--- config.mk ---
export PLATFORM = sky130hd
export DESIGN_NAME = div_alu_seq_flat
export DESIGN_NICKNAME = d
export VERILOG_FILES = /design/src/rtl/div_alu_seq_if.sv /design/src/rtl/div_alu_seq.sv /design/src/flat_wrapper.sv
export SDC_FILE = /design/constraint.sdc
export NUM_CORES = 1
export LEC_CHECK = 0
export BUFFER_PORTS_ARGS = -buffer_cell sky130_fd_sc_hd__buf_4
export CORE_ASPECT_RATIO = 1.5
export CORE_MARGIN = 2
export CORE_UTILIZATION = 30
export CTS_CLUSTER_DIAMETER = 80
export DETAILED_ROUTE_END_ITERATION = 7
export GPL_TIMING_DRIVEN = 0
export RECOVER_POWER = 100
export SYNTH_ARGS = -nofsm -noshare
export SYNTH_HDL_FRONTEND = slang
export SYNTH_SLANG_ARGS = --single-unit
--- constraint.sdc ---
create_clock -name clk -period 4.8 [get_ports clk]
set_clock_uncertainty 0.15 [all_clocks]
set_input_delay 0.72 -clock clk [delete_from_list [all_inputs] [get_ports clk]]
set_output_delay 0.72 -clock clk [all_outputs]
set_load 0.05 [all_outputs]
--- src/rtl/div_alu_seq_if.sv ---
// Request/response bundle for the sequential divider: operands and start in,
// status and results out. The ALU side stays as plain ports on the divider.
interface div_alu_seq_if;
  logic        start;
  logic        sign;
  logic [31:0] dividend;
  logic [31:0] divisor;
  logic        busy;
  logic        done;
  logic [31:0] q;
  logic [31:0] r;
  logic        div_zero;

  modport master (
    output start, sign, dividend, divisor,
    input  busy, done, q, r, div_zero
  );

  modport slave (
    input  start, sign, dividend, divisor,
    output busy, done, q, r, div_zero
  );
endinterface

--- src/rtl/div_alu_seq.sv ---
// Restoring DIV/DIVU controller sequencing every subtraction through the shared ALU (subu).
// Optional macro DIV_ZERO_CHK_EN: a zero divisor short-circuits to DONE and flags div_zero.
module div_alu_seq (
  input  logic               clk,
  input  logic               rst_n,
  div_alu_seq_if.slave       bus,
  output logic [31:0]        alu_a,
  output logic [31:0]        alu_b,
  output logic [3:0]         alu_aluc,
  input  logic [31:0]        alu_r,
  input  logic               alu_carry
);
  localparam logic [3:0] ALUC_SUBU = 4'b0001;
  localparam int         ITERS     = 32;

  typedef enum logic [2:0] {
    S_IDLE,
    S_ITER,
    S_FIXQ,
    S_FIXR,
    S_DONE
  } state_t;

  state_t      state, state_nxt;
  logic [31:0] quo, rem, ds;
  logic [4:0]  cnt;
  logic        qneg, rneg;
  logic        zskip;
  logic        busy_q, done_q, div_zero_q;
  logic [31:0] q_q, r_q;

  logic        accept;
  logic        take;
  logic        last_iter;
  logic        zero_div;
  logic        dv_neg, ds_neg;
  logic [31:0] dv_abs, ds_abs;
  logic [31:0] shifted;

  assign accept    = bus.start && (state == S_IDLE || state == S_DONE);
  assign shifted   = {rem[30:0], quo[31]};
  // rem[31] set means the true shifted value is >= 2^32, which always exceeds ds.
  assign take      = rem[31] | ~alu_carry;
  assign last_iter = (cnt == 5'(ITERS - 1));

  assign dv_neg = bus.sign & bus.dividend[31];
  assign ds_neg = bus.sign & bus.divisor[31];
  assign dv_abs = dv_neg ? (~bus.dividend + 32'd1) : bus.dividend;
  assign ds_abs = ds_neg ? (~bus.divisor + 32'd1) : bus.divisor;

`ifdef DIV_ZERO_CHK_EN
  assign zero_div = (bus.divisor == '0);
`else
  assign zero_div = 1'b0;
`endif

  assign alu_aluc     = ALUC_SUBU;
  assign bus.busy     = busy_q;
  assign bus.done     = done_q;
  assign bus.q        = q_q;
  assign bus.r        = r_q;
  assign bus.div_zero = div_zero_q;

  // Next state and ALU operand decode; sign fix-ups are 0 - x through the ALU.
  always_comb begin
    // NOTE: every output of this block gets a default first so no path infers a latch.
    state_nxt = state;
    alu_a     = '0;
    alu_b     = '0;
    case (state)
      S_IDLE: if (accept) state_nxt = S_ITER;
      S_ITER: begin
        alu_a = shifted;
        alu_b = ds;
        if (zskip)          state_nxt = S_DONE;
        else if (last_iter) state_nxt = S_FIXQ;
      end
      S_FIXQ: begin
        alu_b     = quo;
        state_nxt = S_FIXR;
      end
      S_FIXR: begin
        alu_b     = rem;
        state_nxt = S_DONE;
      end
      S_DONE:  state_nxt = accept ? S_ITER : S_IDLE;
      default: state_nxt = S_IDLE;
    endcase
  end

  always_ff @(posedge clk or negedge rst_n) begin
    if (!rst_n) begin
      state      <= S_IDLE;
      quo        <= '0;
      rem        <= '0;
      ds         <= '0;
      cnt        <= '0;
      qneg       <= 1'b0;
      rneg       <= 1'b0;
      zskip      <= 1'b0;
      busy_q     <= 1'b0;
      done_q     <= 1'b0;
      div_zero_q <= 1'b0;
      q_q        <= '0;
      r_q        <= '0;
    end else begin
      // NOTE: sequential state uses non-blocking assignments so every register samples pre-edge values.
      state  <= state_nxt;
      busy_q <= (state_nxt inside {S_ITER, S_FIXQ, S_FIXR});
      done_q <= (state_nxt == S_DONE);

      if (accept) begin
        quo        <= dv_abs;
        rem        <= '0;
        ds         <= ds_abs;
        cnt        <= '0;
        qneg       <= bus.sign & (bus.dividend[31] ^ bus.divisor[31]);
        rneg       <= dv_neg;
        zskip      <= zero_div;
        div_zero_q <= zero_div;
        if (zero_div) begin
          q_q <= '1;
          r_q <= bus.dividend;
        end
      end else begin
        case (state)
          S_ITER: if (!zskip) begin
            rem <= take ? alu_r : shifted;
            quo <= {quo[30:0], take};
            cnt <= cnt + 5'd1;
          end
          S_FIXQ:  q_q <= qneg ? alu_r : quo;
          S_FIXR:  r_q <= rneg ? alu_r : rem;
          default: ;
        endcase
      end
    end
  end
endmodule
--- src/flat_wrapper.sv ---
// flat-port wrapper written by rule: the top's interface ports become plain ports
module div_alu_seq_flat 
  (clk, rst_n, alu_a, alu_b, alu_aluc, alu_r, alu_carry, bus_start, bus_sign, bus_dividend, bus_divisor, bus_busy, bus_done, bus_q, bus_r, bus_div_zero);
  div_alu_seq_if bus_i ();
  input  logic clk;
  input  logic rst_n;
  output logic [31:0] alu_a;
  output logic [31:0] alu_b;
  output logic [3:0] alu_aluc;
  input  logic [31:0] alu_r;
  input  logic alu_carry;
  input wire logic [$bits(bus_i.start)-1:0] bus_start;
  input wire logic [$bits(bus_i.sign)-1:0] bus_sign;
  input wire logic [$bits(bus_i.dividend)-1:0] bus_dividend;
  input wire logic [$bits(bus_i.divisor)-1:0] bus_divisor;
  output wire logic [$bits(bus_i.busy)-1:0] bus_busy;
  output wire logic [$bits(bus_i.done)-1:0] bus_done;
  output wire logic [$bits(bus_i.q)-1:0] bus_q;
  output wire logic [$bits(bus_i.r)-1:0] bus_r;
  output wire logic [$bits(bus_i.div_zero)-1:0] bus_div_zero;
  assign bus_i.start = bus_start;
  assign bus_i.sign = bus_sign;
  assign bus_i.dividend = bus_dividend;
  assign bus_i.divisor = bus_divisor;
  assign bus_busy = bus_i.busy;
  assign bus_done = bus_i.done;
  assign bus_q = bus_i.q;
  assign bus_r = bus_i.r;
  assign bus_div_zero = bus_i.div_zero;
  div_alu_seq u_core (.clk(clk), .rst_n(rst_n), .bus(bus_i), .alu_a(alu_a), .alu_b(alu_b), .alu_aluc(alu_aluc), .alu_r(alu_r), .alu_carry(alu_carry));
endmodule
==> out/qor.txt, run 1 <==
initial antenna violation count - 2
first-pass GRT wire length - 58200 µm
Antenna Nets Post-Route - 0
Die ar. - 34400 µm²
Yosys top cell by area - dfrtp_1
cell with the most instances after synthesis - dfrtp_1
ratio of cells with drive above 1 in the final layout - 14.1%
slew margin rel. - -106%
cell family with most CP delay - buffers and inverters
post-synth cell types - 50
status - finished with violations
Arr. time, crit path - 3.36 ns
detailed placement HPWL - 31900 µm
Root Buffer Master - clkbuf_16
FF+latch count, synth - 172
TNS Setup - 0 ns
syn avg cell area - 9.09 µm²
clk_lat worst skew - 0.45 ns
Starting DRT DRC Count - 611
final estimated routing congestion in global placement - 0.931
Non-Filler Instances - 1767
Die W - 152 µm
fin crit period - 4.23 ns
final slew viol count - 55
critical path launch point type - register
Worst setup EP type - primary output
TritonRoute pass-1 iters - 5
FF+latch area - 4300 µm²
input/output buffers - 229
hold depth - 2
Cells after Synth - 1086
Post-synth top cells - 172 x dfrtp_1, 128 x nand2_1, 116 x o21ai_0, 114 x nor2_1, 111 x mux2i_1
hold buffers post-CTS - 0
failing checks - max-capacitance violations, max-slew violations
gr ovfl total - 0
leakage power - 5.12 nW
Peak Freq - 237 MHz
Ys Warns - 0
vias per inst - 5.28
Post-route DRC - 0
post-CTS sizing - 0
Max Cap Violations - 1
footprint of the multi-input gates - 5180 µm²
# fillers - 3484
Starting Density - 30.3%
post-route cell area - 12300 µm²
worst-margin pin slew - 3.10 ns
R2R depth - 7
CTS clk-pin slew, worst paths - 0.07 ns
crit-path max FO - 10
Post-CTS Setup Inserts - 0
slowest stage delay, CP - 0.60 ns
vias - 9322
Final Cycle Share - 88.0%
WP data required - 3.93 ns
VDD IR max - 0.000301 V
main flop type after synthesis - dfrtp_1
deepest clock path buffer count - 2
DRT Wirelength - 39300 µm
most used cell, CP - clkbuf_1
area grow syn2layout - 24.2%
Bufs and invs on worst path - 4
RSZ-0062 raised after global routing - false
I/O Pins - 236
Die Ht - 226 µm
Post-Place Cell Area - 12200 µm²
number of global-route vias before repair - 9495
asr flop ratio synth - 100%
TritonCTS clock tree - built
CTS H-tree lvls - 4
number of synthesized flops with an enable pin - 0
Worst path depth - 6
largest net degree at the start of global routing - 119
cts bufs inserted - 17
Routed wire per std cell - 22.2 µm
Fin. Hold Viols - 0
top cell type's share of synthesized area - 43.6%
synthesized area - 9870 µm²
Final nets - 1443
Inst Count DP - 1734
Power Density - 704 nW/µm²
worst-path cell chain - clkbuf_1, nor3b_2, clkbuf_1, clkbuf_1, and2_1, clkbuf_1
sinks on the clock net - 172
Overall Global Routing Usage - 22.4%
top cells by area, synth - dfrtp_1 44%, mux2i_1 11%, o21ai_0 5.9%
core box area - 32500 µm²
worst hold path type - reg2reg
critical setup path kind - reg2out
Final Setup Violations - 0
Seq/Total Area, Yosys - 43.6%
row cnt - 81
Slowest cell on crit path - nor3b_2
-- sequential cells by signal, summed over array words and instances, names as in the netlist --
register / count
u_core.bus.q: 32
u_core.state: 3
u_core.quo: 32
u_core.cnt: 5
u_core.qneg: 1
u_core.rneg: 1
u_core.bus.done: 1
u_core.bus.busy: 1
u_core.ds: 32
u_core.rem: 32
u_core.bus.r: 32
-- worst paths after layout --
path,startpoint,to,slack [ns]
min,u_core.bus.r[5],u_core.bus.r[5],0.33
max in group asynchronous,rst_n,u_core.ds[30],1.62
min reg2reg,u_core.bus.r[5],u_core.bus.r[5],0.33
max,u_core.state[2],alu_a[25],0.57
min in group asynchronous,rst_n,u_core.bus.r[19],1.12
max reg2reg,u_core.state[2],u_core.rem[2],1.75
-- final cells by class --
type	count	share of cell area, %
multi-input combinational	824	42.3
sequential	172	35.1
timing repair buffer	230	10.8
tap	415	4.24
clock buffer	18	3.50
buffer	83	2.69
clock inverter	14	1.11
inverter	10	0.306
antenna	1	0.0204
-- through the flow --
step	power (mW)	util, %	hold slack (ns)	setup slack (ns)
5_1_grt	9.04	37.7	0.353	0.466
3_5_place_dp	7.61	37.4	0.323	1.24
4_1_cts	8.98	39.1	0.0311	0.722
3_3_place_gp	7.54	37.3	0.316	1.24
6_report	8.63	37.7	0.329	0.574
2_1_floorplan	5.81	-	0.274	1.87
-- per-layer routing --
metal / vias up / track usage [%] / wire [µm]
li1: 4358 / - / -
met1: 4587 / 25.1 / 15100
met2: 302 / 41.1 / 20600
met3: 73 / 4.53 / 2110
met4: 2 / 9.71 / 1510
met5: - / 0 / 16
-- cell families after synthesis --
family	Yosys count	share of synthesized area, %
compound gates	277	16.9
xor+xnor	44	3.90
fa+ha+maj	4	0.507
buf+inv	93	3.73
flops	172	43.6
mux	143	14.9
other cells	2	0.0761
simple gates	351	16.4
-- tightest hold or removal path, delay by kind of cell (launching register included) --
| family | cells | cell delay, ns |
|---|---|---|
| flip-flops | 1 | 0.34 |
| AO/OA/AOI/OAI | 1 | 0.06 |
| AND/OR/NAND/NOR | 1 | 0.04 |
-- where the power goes --
part / internal (mW) / switching [mW] / leakage, nW
combinational: 1.24 / 3.22 / 2.93
sequential: 2.07 / 0.732 / 1.92
clock: 0.722 / 0.643 / 0.268
total: 4.03 / 4.59 / 5.12
-- cell usage in the layout, fill, tap and decap left out, types with 5 or more instances in the layout --
cell,synthesis,layout
a21oi_1,54,54
a22o_1,11,11
a22oi_1,52,52
a31oi_1,9,9
and2_0,0,22
and2_1,35,13
buf_4,5,120
clkbuf_1,68,189
clkbuf_16,0,17
clkinv_4,0,5
conb_1,2,5
dfrtp_1,172,172
inv_1,10,10
mux2_2,32,32
mux2i_1,111,111
nand2_1,128,128
nand4_1,7,7
nor2_1,114,114
nor3_1,15,15
nor4_1,15,15
o211ai_1,8,8
o21ai_0,116,123
o41ai_1,6,8
or3_1,9,9
or4_1,4,5
xnor2_1,24,24
xor2_1,20,20
Note: power is estimated with default switching activity, not from simulation.
==> inputs of run 2 (changes only) <==
- GPL_TIMING_DRIVEN: 0 -> not set
==> run 2 against run 1 <==
The run still ends with max-capacitance violations, max-slew violations left. Final cell count fell by 3.7%. Global-route usage is 2.5 points lower. Design area fell by 0.67%. Die area stayed put. Fmax increased by 7.3%. Count of clock-buffer cells in the layout rose by 3. Non-clock buffer count down 64. Utilization shrank 0.25 points. Sequential share of layout area grew 0.26 points. Combinational power down 4.7%. Clock power increased by 10%. Critical path type unchanged. Largest cell class unchanged.
==> out/qor.txt, run 2 (synthesized netlist as in run 1, its figures left out) <==
hold_ws - 0.121 ns (-0.208 ns)
Power Density - 710 nW/µm² (+0.96%)
Die W - 152 µm (unchanged)
hold buffers post-CTS - 0 (unchanged)
worst-path cell chain - nor2b_1, a22oi_1, nor2_1, clkbuf_1
deepest clock path buffer count - 2 (unchanged)
n_diodes - 0 (-1)
TNS Setup - 0 ns (unchanged)
Non-Filler Instances - 1702 (-3.7%)
status - finished with violations
Post-CTS Setup Inserts - 0 (unchanged)
core box area - 32500 µm² (unchanged)
Bufs and invs on worst path - 1 (-3)
WP data required - 3.93 ns (about the same)
critical setup path kind - reg2out
internal power - 4.22 mW (+4.6%)
Final Setup Violations - 0 (unchanged)
Peak Freq - 254 MHz (+7.3%)
DRT Wirelength - 34900 µm (-11%)
most frequent cells in the layout - 170 x dfrtp_1, 136 x buf_4, 126 x nand2_1
cell family with most CP delay - simple AND/OR/NAND/NOR gates
vias per inst - 5.20 (-1.5%)
input/output buffers - 230 (+0.44%)
Sw Ratio - 51.2% (-2.0 points)
first-pass GRT wire length - 53100 µm (-8.7%)
crit-path max FO - 22 (+12)
number of global-route vias before repair - 8644 (-9.0%)
slowest stage delay, CP - 1.19 ns (+0.59 ns)
ratio of cells with drive above 1 in the final layout - 16.9% (+2.7 points)
final slew viol count - 273 (+400%)
Final nets - 1379 (-4.4%)
CTS clk-pin slew, worst paths - 0.07 ns (about the same)
VDD IR max - 0.000326 V (+8.1%)
Overall Global Routing Usage - 19.9% (-2.5 points)
Die ar. - 34400 µm² (unchanged)
failing checks - max-capacitance violations, max-slew violations
post-CTS sizing - 0 (unchanged)
area grow syn2layout - 23.4%
leakage power - 5.15 nW (+0.63%)
worst hold path type - in2async
fin crit period - 3.94 ns (-0.289 ns)
initial antenna violation count - 0 (-2)
Psw - 4.43 mW (-3.5%)
vias - 8844 (-5.1%)
Max Cap Violations - 5 (+4)
TritonRoute pass-1 iters - 5 (unchanged)
Antenna Nets Post-Route - 0 (unchanged)
Die Ht - 226 µm (unchanged)
gr ovfl total - 0 (unchanged)
Starting Density - 30.3% (unchanged)
Inst Count DP - 1670 (-3.7%)
commonest non-fill, non-tap cell in the layout - dfrtp_1
Worst setup startpoint - u_core.state[0]
Root Buffer Master - clkbuf_16
row cnt - 81 (unchanged)
detailed placement HPWL - 26200 µm (-18%)
RSZ-0062 raised after global routing - false
Combinational Power Share - 49.2% (-2.5 points)
Worst setup EP type - primary output
Post-route DRC - 0 (unchanged)
Starting DRT DRC Count - 527 (-14%)
worst-margin pin slew - 2.92 ns (-0.178 ns)
Final Cycle Share - 82.0% (-6.0 points)
clk_lat worst skew - 0.45 ns (about the same)
I/O Pins - 236 (unchanged)
Routed wire per std cell - 20.5 µm (-7.8%)
Arr. time, crit path - 3.07 ns (-0.29 ns)
Slowest cell on crit path - nor2b_1
Sequential Power Share - 33.3% (+0.8 points)
final estimated routing congestion in global placement - 0.935 (+0.43%)
CTS H-tree lvls - 4 (unchanged)
cts bufs inserted - 17 (unchanged)
Clock power frac - 17.5% (+1.7 points)
Worst R2R Start - u_core.state[1]
Fin. Hold Viols - 0 (unchanged)
sinks on the clock net - 172 (unchanged)
slew margin rel. - -94.6% (+12 points)
largest net degree at the start of global routing - 96 (-19%)
TritonCTS clock tree - built
critical path launch point type - register
run 2: cell type report:
| cell class | count | area (µm²) |
|---|---|---|
| flip-flops and latches | 172 | 4310 |
| well taps | 415 | 519 |
| repair buffers | 249 | 1460 |
| inverters | 10 | 37.5 |
| multi-input cells | 824 | 5220 |
| clock buffers | 21 | 470 |
| fillers | 3410 | 20400 |
| clock inverters | 11 | 165 |
run 2: final timing paths:
| path | depth (start not counted) | to | slack, ns |
|---|---|---|---|
| setup / recovery | 4 | alu_b[28] | 0.86 |
| hold / removal | 1 | u_core.bus.r[20] | 0.12 |
| setup reg to reg | 4 | u_core.bus.q[14] | 1.00 |
| hold reg to reg | 2 | u_core.bus.r[16] | 0.33 |
| max in group asynchronous | 2 | u_core.bus.r[27] | 1.58 |
| min in group clk | 2 | u_core.bus.r[16] | 0.33 |
run 2: routing by layer:
layer | share of wire, % | wire length [µm] | GRT usage [%]
met2 | 50 | 17300 | 33.9
met3 | 6.2 | 2160 | 5.05
met4 | 1.7 | 601 | 5.97
met1 | 43 | 14800 | 24.8
met5 | 0 | 0 | 0
run 2: stage by stage:
stage	total power, mW	util [%]	area (µm²)	setup slack, ns
CTS	9.01	38.8	12600	1.24
global placement	7.43	36.8	12000	1.74
detailed placement	7.49	36.8	12000	1.70
global route	9.10	37.4	12200	0.577
finish	8.65	37.4	12200	0.862
floorplan	5.81	-	9880	1.87
run 2: power groups by stage:
| stage | registers [mW] | logic (mW) | clock network [mW] |
|---|---|---|---|
| 2_1_floorplan | 3.12 | 2.69 | 0 |
| 3_3_place_gp | 2.88 | 4.55 | 0 |
| 3_5_place_dp | 2.89 | 4.60 | 0 |
| 4_1_cts | 2.86 | 4.61 | 1.54 |
| 5_1_grt | 2.95 | 4.56 | 1.60 |
| 6_report | 2.88 | 4.25 | 1.51 |
==> inputs of run 3 (changes only) <==
- clock period: 4.8 -> 3.65 ns (I/O delays scaled with it)
==> run 3 against run 2 <==
Flip-flop and latch count unchanged. Hold slack better by 0.082 ns. Combinational power up 31%. Non-clock buffer count up 5. Final cell count up 0.35%. The flow still finishes with violations (max-capacitance violations, max-slew violations).
==> out/qor.txt, run 3 (synthesized netlist as in run 1, its figures left out) <==
status - finished with violations
failing checks - max-capacitance violations, max-slew violations
ratio of cells with drive above 1 in the final layout - 19.6% (+2.7 points)
CTS clk-pin slew, worst paths - 0.07 ns (about the same)
I/O Pins - 236 (unchanged)
crit-path max FO - 70 (+220%)
Starting Density - 30.3% (unchanged)
Antenna Nets Post-Route - 0 (unchanged)
R2R depth - 6 (+2)
vias per inst - 5.22 (+0.52%)
final estimated routing congestion in global placement - 0.859 (-8.1%)
Post-route DRC - 0 (unchanged)
Final Setup Violations - 0 (unchanged)
Root Buffer Master - clkbuf_16
Final nets - 1384 (+0.36%)
TritonRoute pass-1 iters - 7 (+2)
core box area - 32500 µm² (unchanged)
leakage power - 5.27 nW (+2.2%)
hold_ws - 0.203 ns (+0.0822 ns)
Worst setup EP type - primary output
Routed wire per std cell - 20.4 µm (-0.67%)
row cnt - 81 (unchanged)
Power Density - 926 nW/µm² (+30%)
clk_lat worst skew - 0.45 ns (about the same)
slew margin rel. - -27.4% (+67 points)
Die Ht - 226 µm (unchanged)
CTS H-tree lvls - 4 (unchanged)
FF+latch area - 4310 µm² (unchanged)
fin crit period - 3.39 ns
Fin. Hold Viols - 0 (unchanged)
Overall Global Routing Usage - 20.1% (+0.21 points)
final slew viol count - 113 (-59%)
RSZ-0062 raised after global routing - false
VDD IR max - 0.000438 V (+34%)
number of global-route vias before repair - 8876 (+2.7%)
footprint of the multi-input gates - 5210 µm² (-0.24%)
Max Cap Violations - 2 (-3)
critical path launch point type - register
detailed placement HPWL - 26200 µm (+0.11%)
gr ovfl total - 0 (unchanged)
area grow syn2layout - 24.1%
deepest clock path buffer count - 2 (unchanged)
Die W - 152 µm (unchanged)
WP data required - 2.95 ns (-0.98 ns)
input/output buffers - 230 (unchanged)
DRT Wirelength - 34800 µm (-0.32%)
worst-margin pin slew - 1.91 ns (-1.01 ns)
Arr. time, crit path - 2.69 ns (-0.38 ns)
Starting DRT DRC Count - 653 (+24%)
cts bufs inserted - 17 (unchanged)
Core Util, Final - 37.6% (+0.22 points)
initial antenna violation count - 1 (+1)
worst hold path type - in2reg
commonest non-fill, non-tap cell in the layout - dfrtp_1
Die ar. - 34400 µm² (unchanged)
TNS Setup - 0 ns (unchanged)
vias - 8921 (+0.87%)
Post-CTS Setup Inserts - 0 (unchanged)
TritonCTS clock tree - built
critical setup path kind - reg2out
hold buffers post-CTS - 1 (+1)
sinks on the clock net - 172 (unchanged)
post-CTS sizing - 0 (unchanged)
Final Cycle Share - 92.9%
# fillers - 3357 (-1.6%)
largest net degree at the start of global routing - 73 (-24%)
Peak Freq - 295 MHz
hold depth - 3
most frequent cells in the layout - 170 x dfrtp_1, 136 x buf_4, 127 x nand2_1
first-pass GRT wire length - 53700 µm (+1.1%)
## run 3: changes by cell type in the layout (fill, tap and decap cells not counted), sizes merged
cell	previous run	this run
buf	137	138
diode	0	1
dlygate4sd3	0	1
clkinvlp	4	3
inv	10	16
clkinv	3	2
bufinv	4	3
## run 3: worst paths after layout
| kind | slack [ns] | to | startpoint |
|---|---|---|---|
| setup / recovery | 0.26 | alu_a[3] | u_core.state[0] |
| hold / removal | 0.20 | u_core.quo[27] | bus_dividend[27] |
| setup reg to reg | 0.36 | u_core.quo[28] | u_core.state[0] |
| hold reg to reg | 0.33 | u_core.bus.r[16] | u_core.bus.r[16] |
| max in group asynchronous | 0.57 | u_core.bus.done | rst_n |
| min in group asynchronous | 0.99 | u_core.bus.r[17] | rst_n |
## run 3: cell type report
class,instances,area share (%)
antenna,1,0.0204
clock buffer,18,3.59
clock inverter,14,1.49
inverter,10,0.306
multi-input combinational,824,42.5
sequential,172,35.2
tap,415,4.24
timing repair buffer,254,12.6
## run 3: worst max-delay path: stages (launching register included)
cell	delay, ns
dfrtp_1	0.73
nor3b_1	0.37
buf_4	0.64
and2_1	0.22
clkbuf_2	0.27
## run 3: layer usage
| metal | wire [µm] | up-vias | track usage [%] |
|---|---|---|---|
| li1 | - | 4234 | - |
| met1 | 14700 | 4336 | 25.4 |
| met2 | 16900 | 297 | 33.5 |
| met3 | 1950 | 54 | 4.15 |
| met4 | 1260 | 0 | 8.29 |
| met5 | 0 | - | 0 |
## run 3: power breakdown
part           total, mW  internal, mW  switching [mW]  leakage (nW)
Sequential          3.84          2.72            1.12          1.92
Combinational       5.56          1.69            3.86          3.05
Clock               1.95          1.11           0.843         0.295
## run 3: per-stage QoR
step                      power (mW)  cells  cell area, µm²  setup slack, ns
after floorplan                 7.64   1089            9880            0.892
after global placement          9.74   1674           12000            0.598
after detailed placement        9.83   1674           12000            0.601
after CTS                       11.8   1707           12700            0.378
after global routing            12.0   1708           12200            0.104
final                           11.3   1708           12200            0.259
